===== src/rtl/multicycle_controller.sv =====
// Multicycle MIPS main control FSM: state is registered, outputs decode combinationally from state.
// Optional macro MC_CTRL_BNE_EN adds bne through the BRANCH state.
module multicycle_controller (
  input  logic       clk,
  input  logic       reset,
  input  logic [5:0] Op,
  input  logic [5:0] Funct,
  input  logic       Zero,
  input  logic       MemReady,
  output logic       IorD,
  output logic       MemWrite,
  output logic       IRWrite,
  output logic       PCEn,
  output logic [1:0] PCSrc,
  output logic       ALUSrcA,
  output logic [1:0] ALUSrcB,
  output logic [2:0] ALUControl,
  output logic       RegDst,
  output logic       MemtoReg,
  output logic       RegWrite,
  output logic       InstrDone,
  output logic       Illegal,
  output logic [3:0] State
);
  typedef enum logic [3:0] {
    FETCH  = 4'd0,  DECODE = 4'd1,  MEMADR = 4'd2,  MEMRD  = 4'd3,
    MEMWB  = 4'd4,  MEMWR  = 4'd5,  EXEC   = 4'd6,  ALUWB  = 4'd7,
    BRANCH = 4'd8,  ADDIEX = 4'd9,  ADDIWB = 4'd10, JUMP   = 4'd11
  } state_t;

  localparam logic [5:0] OP_RTYPE = 6'b000000;
  localparam logic [5:0] OP_LW    = 6'b100011;
  localparam logic [5:0] OP_SW    = 6'b101011;
  localparam logic [5:0] OP_BEQ   = 6'b000100;
  localparam logic [5:0] OP_ADDI  = 6'b001000;
  localparam logic [5:0] OP_J     = 6'b000010;
`ifdef MC_CTRL_BNE_EN
  localparam logic [5:0] OP_BNE   = 6'b000101;
`endif

  localparam logic [2:0] ALU_ADD = 3'b010;
  localparam logic [2:0] ALU_SUB = 3'b110;
  localparam logic [2:0] ALU_AND = 3'b000;
  localparam logic [2:0] ALU_OR  = 3'b001;
  localparam logic [2:0] ALU_SLT = 3'b111;

  state_t state, next_state;
  logic   ir_write, pc_write, mem_write, reg_write, done;
  logic   branch, taken, set_illegal;

`ifdef MC_CTRL_BNE_EN
  logic is_bne;
  assign taken = is_bne ? ~Zero : Zero;
`else
  assign taken = Zero;
`endif

  always_ff @(posedge clk or posedge reset) begin
    if (reset) begin
      state   <= FETCH;
      Illegal <= 1'b0;
`ifdef MC_CTRL_BNE_EN
      is_bne  <= 1'b0;
`endif
    end else begin
      state <= next_state;
      if (set_illegal) Illegal <= 1'b1;
`ifdef MC_CTRL_BNE_EN
      // beq and bne differ only in Op[0]; latch it so BRANCH needs no re-decode
      if (state == DECODE) is_bne <= Op[0];
`endif
    end
  end

  always_comb begin
    next_state  = FETCH;
    IorD        = 1'b0;
    ir_write    = 1'b0;
    pc_write    = 1'b0;
    mem_write   = 1'b0;
    reg_write   = 1'b0;
    done        = 1'b0;
    branch      = 1'b0;
    set_illegal = 1'b0;
    PCSrc       = 2'b00;
    ALUSrcA     = 1'b0;
    ALUSrcB     = 2'b00;
    ALUControl  = ALU_ADD;
    RegDst      = 1'b0;
    MemtoReg    = 1'b0;
    case (state)
      FETCH: begin
        ALUSrcB    = 2'b01;
        ir_write   = MemReady;
        pc_write   = MemReady;
        next_state = MemReady ? DECODE : FETCH;
      end
      DECODE: begin
        ALUSrcB = 2'b11;
        case (Op)
          OP_LW, OP_SW: next_state = MEMADR;
          OP_RTYPE:     next_state = EXEC;
          OP_BEQ:       next_state = BRANCH;
`ifdef MC_CTRL_BNE_EN
          OP_BNE:       next_state = BRANCH;
`endif
          OP_ADDI:      next_state = ADDIEX;
          OP_J:         next_state = JUMP;
          default:      set_illegal = 1'b1;
        endcase
      end
      MEMADR: begin
        ALUSrcA    = 1'b1;
        ALUSrcB    = 2'b10;
        next_state = (Op == OP_SW) ? MEMWR : MEMRD;
      end
      MEMRD: begin
        IorD       = 1'b1;
        next_state = MemReady ? MEMWB : MEMRD;
      end
      MEMWB: begin
        MemtoReg  = 1'b1;
        reg_write = 1'b1;
        done      = 1'b1;
      end
      MEMWR: begin
        IorD       = 1'b1;
        mem_write  = 1'b1;
        done       = MemReady;
        next_state = MemReady ? FETCH : MEMWR;
      end
      EXEC: begin
        ALUSrcA    = 1'b1;
        next_state = ALUWB;
        case (Funct)
          6'b100000: ALUControl = ALU_ADD;
          6'b100010: ALUControl = ALU_SUB;
          6'b100100: ALUControl = ALU_AND;
          6'b100101: ALUControl = ALU_OR;
          6'b101010: ALUControl = ALU_SLT;
          default: begin
            set_illegal = 1'b1;
            next_state  = FETCH;
          end
        endcase
      end
      ALUWB: begin
        RegDst    = 1'b1;
        reg_write = 1'b1;
        done      = 1'b1;
      end
      BRANCH: begin
        ALUSrcA    = 1'b1;
        ALUControl = ALU_SUB;
        PCSrc      = 2'b01;
        branch     = 1'b1;
        done       = 1'b1;
      end
      ADDIEX: begin
        ALUSrcA    = 1'b1;
        ALUSrcB    = 2'b10;
        next_state = ADDIWB;
      end
      ADDIWB: begin
        reg_write = 1'b1;
        done      = 1'b1;
      end
      JUMP: begin
        PCSrc    = 2'b10;
        pc_write = 1'b1;
        done     = 1'b1;
      end
      default: next_state = FETCH;
    endcase
  end

  // Reset kills every enable immediately, even though state already reads FETCH
  assign IRWrite   = ir_write & ~reset;
  assign PCEn      = (pc_write | (branch & taken)) & ~reset;
  assign MemWrite  = mem_write & ~reset;
  assign RegWrite  = reg_write & ~reset;
  assign InstrDone = done & ~reset;
  assign State     = state;
endmodule


===== config.mk =====
export PLATFORM = sky130hd
export DESIGN_NAME = multicycle_controller
export DESIGN_NICKNAME = d
export VERILOG_FILES = /design/src/rtl/multicycle_controller.sv
export SDC_FILE = /design/constraint.sdc
export NUM_CORES = 1
export LEC_CHECK = 0
export ABC_CLOCK_PERIOD_IN_PS = 2150
export CORE_UTILIZATION = 40
export DETAILED_ROUTE_END_ITERATION = 12
export PLACE_DENSITY = 0.95
export REMOVE_ABC_BUFFERS = 1
export SETUP_SLACK_MARGIN = 0.02
export SLEW_MARGIN = 20
export SYNTH_ARGS = -nofsm -noshare
export SYNTH_HDL_FRONTEND = slang
export SYNTH_SLANG_ARGS = --single-unit
export TNS_END_PERCENT = 100

===== constraint.sdc =====
create_clock -name clk -period 2.15 [get_ports clk]
set_clock_uncertainty 0.05 [all_clocks]
set_input_delay 0.3225 -clock clk [delete_from_list [all_inputs] [get_ports clk]]
set_output_delay 0.3225 -clock clk [all_outputs]
set_load 0.005 [all_outputs]

# Word-level counts from Yosys, hierarchy flattened
# Cells that the tools add are included.
# word_totals
regBits	5
input_bits	16
wordCells	65
# op_classes
eq_ne	21
mux	24
n_bitwise	8
reduce_logical	10
# ops
op	count
$eq A6 B6 Y1 const B	7
$pmux W4 S7	1
$pmux W4 S5	1
$eq A4 B3 Y1 const B	4
$eq A4 B4 Y1 const B	4
$mux W3	4
$pmux W3 S4	1
$mux W1	11
$reduce_or A5 Y1	2
$eq A4 B2 Y1 const B	2
$and A1 B1 Y1	6
$eq A6 B2 Y1 const B	1
$eq A6 B3 Y1 const B	1
$eq A6 B4 Y1 const B	1
$logic_not A6 Y1	1
$pmux W1 S2	3
$pmux W2 S3	1
$pmux W3 S2	1
$reduce_or A2 Y1	3
$reduce_or A6 Y1	1
$eq A4 B1 Y1 const B	1
$logic_not A4 Y1	1
$pmux W2 S2	1
$reduce_or A4 Y1	1
other kinds (3)	3

# Longest topological paths before layout
# logic_depth
depth_word	5
ltp_mapped	6
ltp_nobuf	4

# Least setup slack after synthesis
# Ideal clock, no wire load.
# synth_path
kind	reg-to-output
from	register state[0], in the netlist State[0]
to	output PCEn
arrival_time_ps	1316
required_time_ps	1778
slack_ps	461
stages_incl_launch_ff	6
n_path_buf	1
cell_sequence	dfrtp_1 > clkbuf_1 > or2_2 > o21ai_0 > a21oi_1 > nor3_1
# synth_between
elab_chain_cells	5
word_cells_on_any_way	8
cone_classes	eq/ne (2); mux (2); bitwise (3); reduce/logical (1)
# synth_rtl
element	line	source
start: declaration	47	state_t state, next_state;
start signal: assignment	66	state <= next_state;
$eq A4 B4 Y1	91	case (state)
$mux W1	91	
$and A1 B1 Y1	179	assign PCEn = (pc_write | (branch & taken)) & ~reset;
$or A1 B1 Y1 *	179	
$and A1 B1 Y1 *	179	
end: declaration	13	output logic PCEn,
# Every way passes the cells marked *; elsewhere a longest branch is shown, timed or not.

# Worst setup path after layout
# layout_path
from	register state[1], in the netlist State[1]
to	output RegWrite
# layout_between
elab_chain_cells	4
word_cells_on_any_way	6
cone_classes	eq/ne (3); mux (1); bitwise (1); reduce/logical (1)
# layout_rtl
element	line	source
$eq A4 B4 Y1 / $eq A4 B3 Y1 (equally long branches)	91	
$reduce_or A3 Y1 (no source line) *	-	
$mux W1 *	91	
$and A1 B1 Y1 *	181	assign RegWrite = reg_write & ~reset;
end: declaration	20	output logic RegWrite,
# Marks and branches as above.

==> metrics.yaml <==
global_routing:
  first_global_vias: 1025
  grt_usage_pct: 31.51
  grt_pass1_wl_um: 4367
  antenna_found_initial: 0
  grt_max_degree: 14
  grt_overflow: 0
layout:
  n_fill_cell: 59
  drive_gt1_share_pct: 29.14
  fin_area_mm2: 0.001271
  synthToLayoutAreaGrowth_pct: 100.8
  final_nets: 168
  antennaDiodeCount: 0
yosys:
  yosys_register_bits: 5
  synth.most_common_cell: "nor2_1"
  seq_area_frac_synth_pct: 19.76
  synth_area_leader_cell: "dfrtp_1"
  yosysWarnings: 0
  ys_top_cells_by_area: "dfrtp_1 (20%), nor2_1 (8.9%), nor4b_1 (5.5%)"
  synth_area_um2: 633.1
  avgSynthCellArea_um2: 6.882
  synth_commonest_cells: "nor2_1 (15), nand2_1 (6), dfrtp_1 (5)"
  syn_inst: 92
  async_flop_share_pct: 100.0
  ys.flop_type: "dfrtp_1"
  synth_edf_count: 0
  synth_top_area_share_pct: 19.76
  synth_cell_types: 36
critical_path:
  arrival_ns: 1.81
  startpoint_type: "flop"
  crit_path_max_fanout: 4
  path_class: "flop to output pin"
  required_ns: 1.78
  cp-end-kind: "output pin"
drt:
  num_vias: 1159
  drc: 0
  drt_iter0_drc: 81
  viasPerCell: 6.982
  drt_pre_antenna_iters: 5
  ant_nets: 0
  wl_um: 3575
  wl_per_cell_um: 21.54
power_and_ir_drop:
  vdd_drop_max_mv: 0.6606
  cellPowerDensity_mw_per_mm2: 887.6
  p_leak_nw: 0.5539
  finalPower_mw: 1.128
sta:
  slew_headroom_pct: 71.35
  slew_viol_final: 0
  final_hold_viol_count: 0
  worstMarginPinSlew_ns: 0.4244
  fmax_mhz: 457.6
  setup_tns_ns: -0.06231
  setup_viol: 2
  final.period_utilization_pct: 101.7
  rsz0062_at_grt: "yes"
  fin_ws_ns: -0.03554
  fin_crit_ns: 2.186
die:
  core_region_area_mm2: 0.001383
  die_w_um: 41.79
  ios: 37
  dieArea_mm2: 0.001746
  start_util_pct: 45.79
  die_h_um: 41.79
  rows: 13
cts:
  htree_levels: 1
  hold_buffers: 0
  cts_root_buffer: "clkbuf_4"
  cts_buffer_depth: 2
  clock-sinks: 5
  numCtsBuffers: 3
  clk_latency_ns: 0.25
  cts_tree: "yes"
  clk_pin_slew_ns: 0.05
flow_run:
  cap_viol_max_count: 0
placement:
  io_buffer_count: 36
  dpl_cell_area_mm2: 0.001122
  dp_hpwl_um: 1804
  gp_congestion: 0.9063
outcome:
  violations: "setup timing"
  status: "complete, but fails checks"
worst_hold_path:
  hp-class: "primary input to asynchronous set/reset pin"
## critical path: stages, from the launching register on
cell           delay [ns]
dfrtp_1              0.41
nor2b_2              0.18
buf_4                0.16
buf_4                0.15
nor3b_2              0.22
a31oi_1              0.08
nor2_1               0.13
dlygate4sd2_1        0.25
## cells by family after synthesis
| family | synth area share (%) |
|---|---|
| AND/OR/NAND/NOR | 45.85 |
| AO/OA/AOI/OAI | 22.33 |
| XOR/XNOR | 4.151 |
| multiplexers | 1.581 |
| flip-flops | 19.76 |
| buffers and inverters | 6.323 |
## cells in the final DEF (no fill, tap or decap), types with 2 or more instances in the layout
cell type	instances
clkdlybuf4s50_1	28
clkbuf_4	3
buf_4	22
nor3b_2	2
dfrtp_1	4
xnor2_1	2
a21oi_1	2
nand3_1	4
o31ai_1	2
dlygate4sd2_1	5
nand2b_1	2
nor4b_1	3
nor4_1	2
buf_6	3
nor2b_1	2
o21ai_1	2
inv_1	4
dlymetal6s2s_1	2
nor3_1	2
nor2_2	2
a31oi_1	3
nand2_1	6
nor3b_1	2
nand2b_4	2
nor2_1	13
## worst paths after layout
path                       startpoint  endpoint  slack, ns  cells past startpoint
min in group clk              Illegal   Illegal       0.49                      1
max                          State[1]  RegWrite      -0.04                      7
max in group asynchronous       reset  State[0]       1.47                      2
max reg2reg                  State[3]  State[0]       0.20                      6
min                             reset   Illegal       0.39                      2
min reg2reg                   Illegal   Illegal       0.49                      1
## state kept, by name (all words and copies together) (netlist names)
signal / flops
Illegal: 1
State: 4
## timing repair
| action | in CTS | in global routing |
|---|---|---|
| setup endpoints to repair | 5 | 6 |
| gates resized for setup | 16 | 15 |
| pin swaps | 0 | 0 |
| buffers inserted | 6 | 1 |
| gates cloned | 0 | 0 |
## layer usage
metal	wire [um]	global-route usage, %	vias to the layer above	share of wire [%]
li1	-	-	458	-
met1	1208	33.51	524	34
met2	1692	61.25	132	47
met3	385	2.609	45	11
met4	289	14.19	0	8.1
met5	0	0	-	0
## power breakdown
| part | internal (mW) | leakage (nW) | total, mW | switching (mW) |
|---|---|---|---|---|
| sequential | 0.119 | 0.0613 | 0.151 | 0.0323 |
| combinational | 0.457 | 0.478 | 0.861 | 0.404 |
| clock | 0.0706 | 0.0150 | 0.116 | 0.0457 |
| total | 0.646 | 0.554 | 1.13 | 0.482 |
## cell type report
type	instances	area [um2]	share of cell area [%]
timing repair buffer	61	553.0	43.50
inverter	4	15.01	1.181
clock buffer	4	26.28	2.067
sequential	5	126.4	9.941
tap	15	18.77	1.476
multi-input combinational	77	531.8	41.83
## through the flow
stage | setup WS [ns] | hold WS (ns) | instances | util (%)
2_1_floorplan | 0.4930 | 0.05102 | 86 | -
3_3_place_gp | -0.05145 | 0.4582 | 155 | 81.18
3_5_place_dp | -0.09877 | 0.4698 | 155 | 81.18
4_1_cts | 0.02325 | 0.3721 | 165 | 88.42
5_1_grt | -0.09694 | 0.4055 | 166 | 91.95
6_report | -0.03554 | 0.3874 | 166 | 91.95
(Power assumes the default switching activity.)
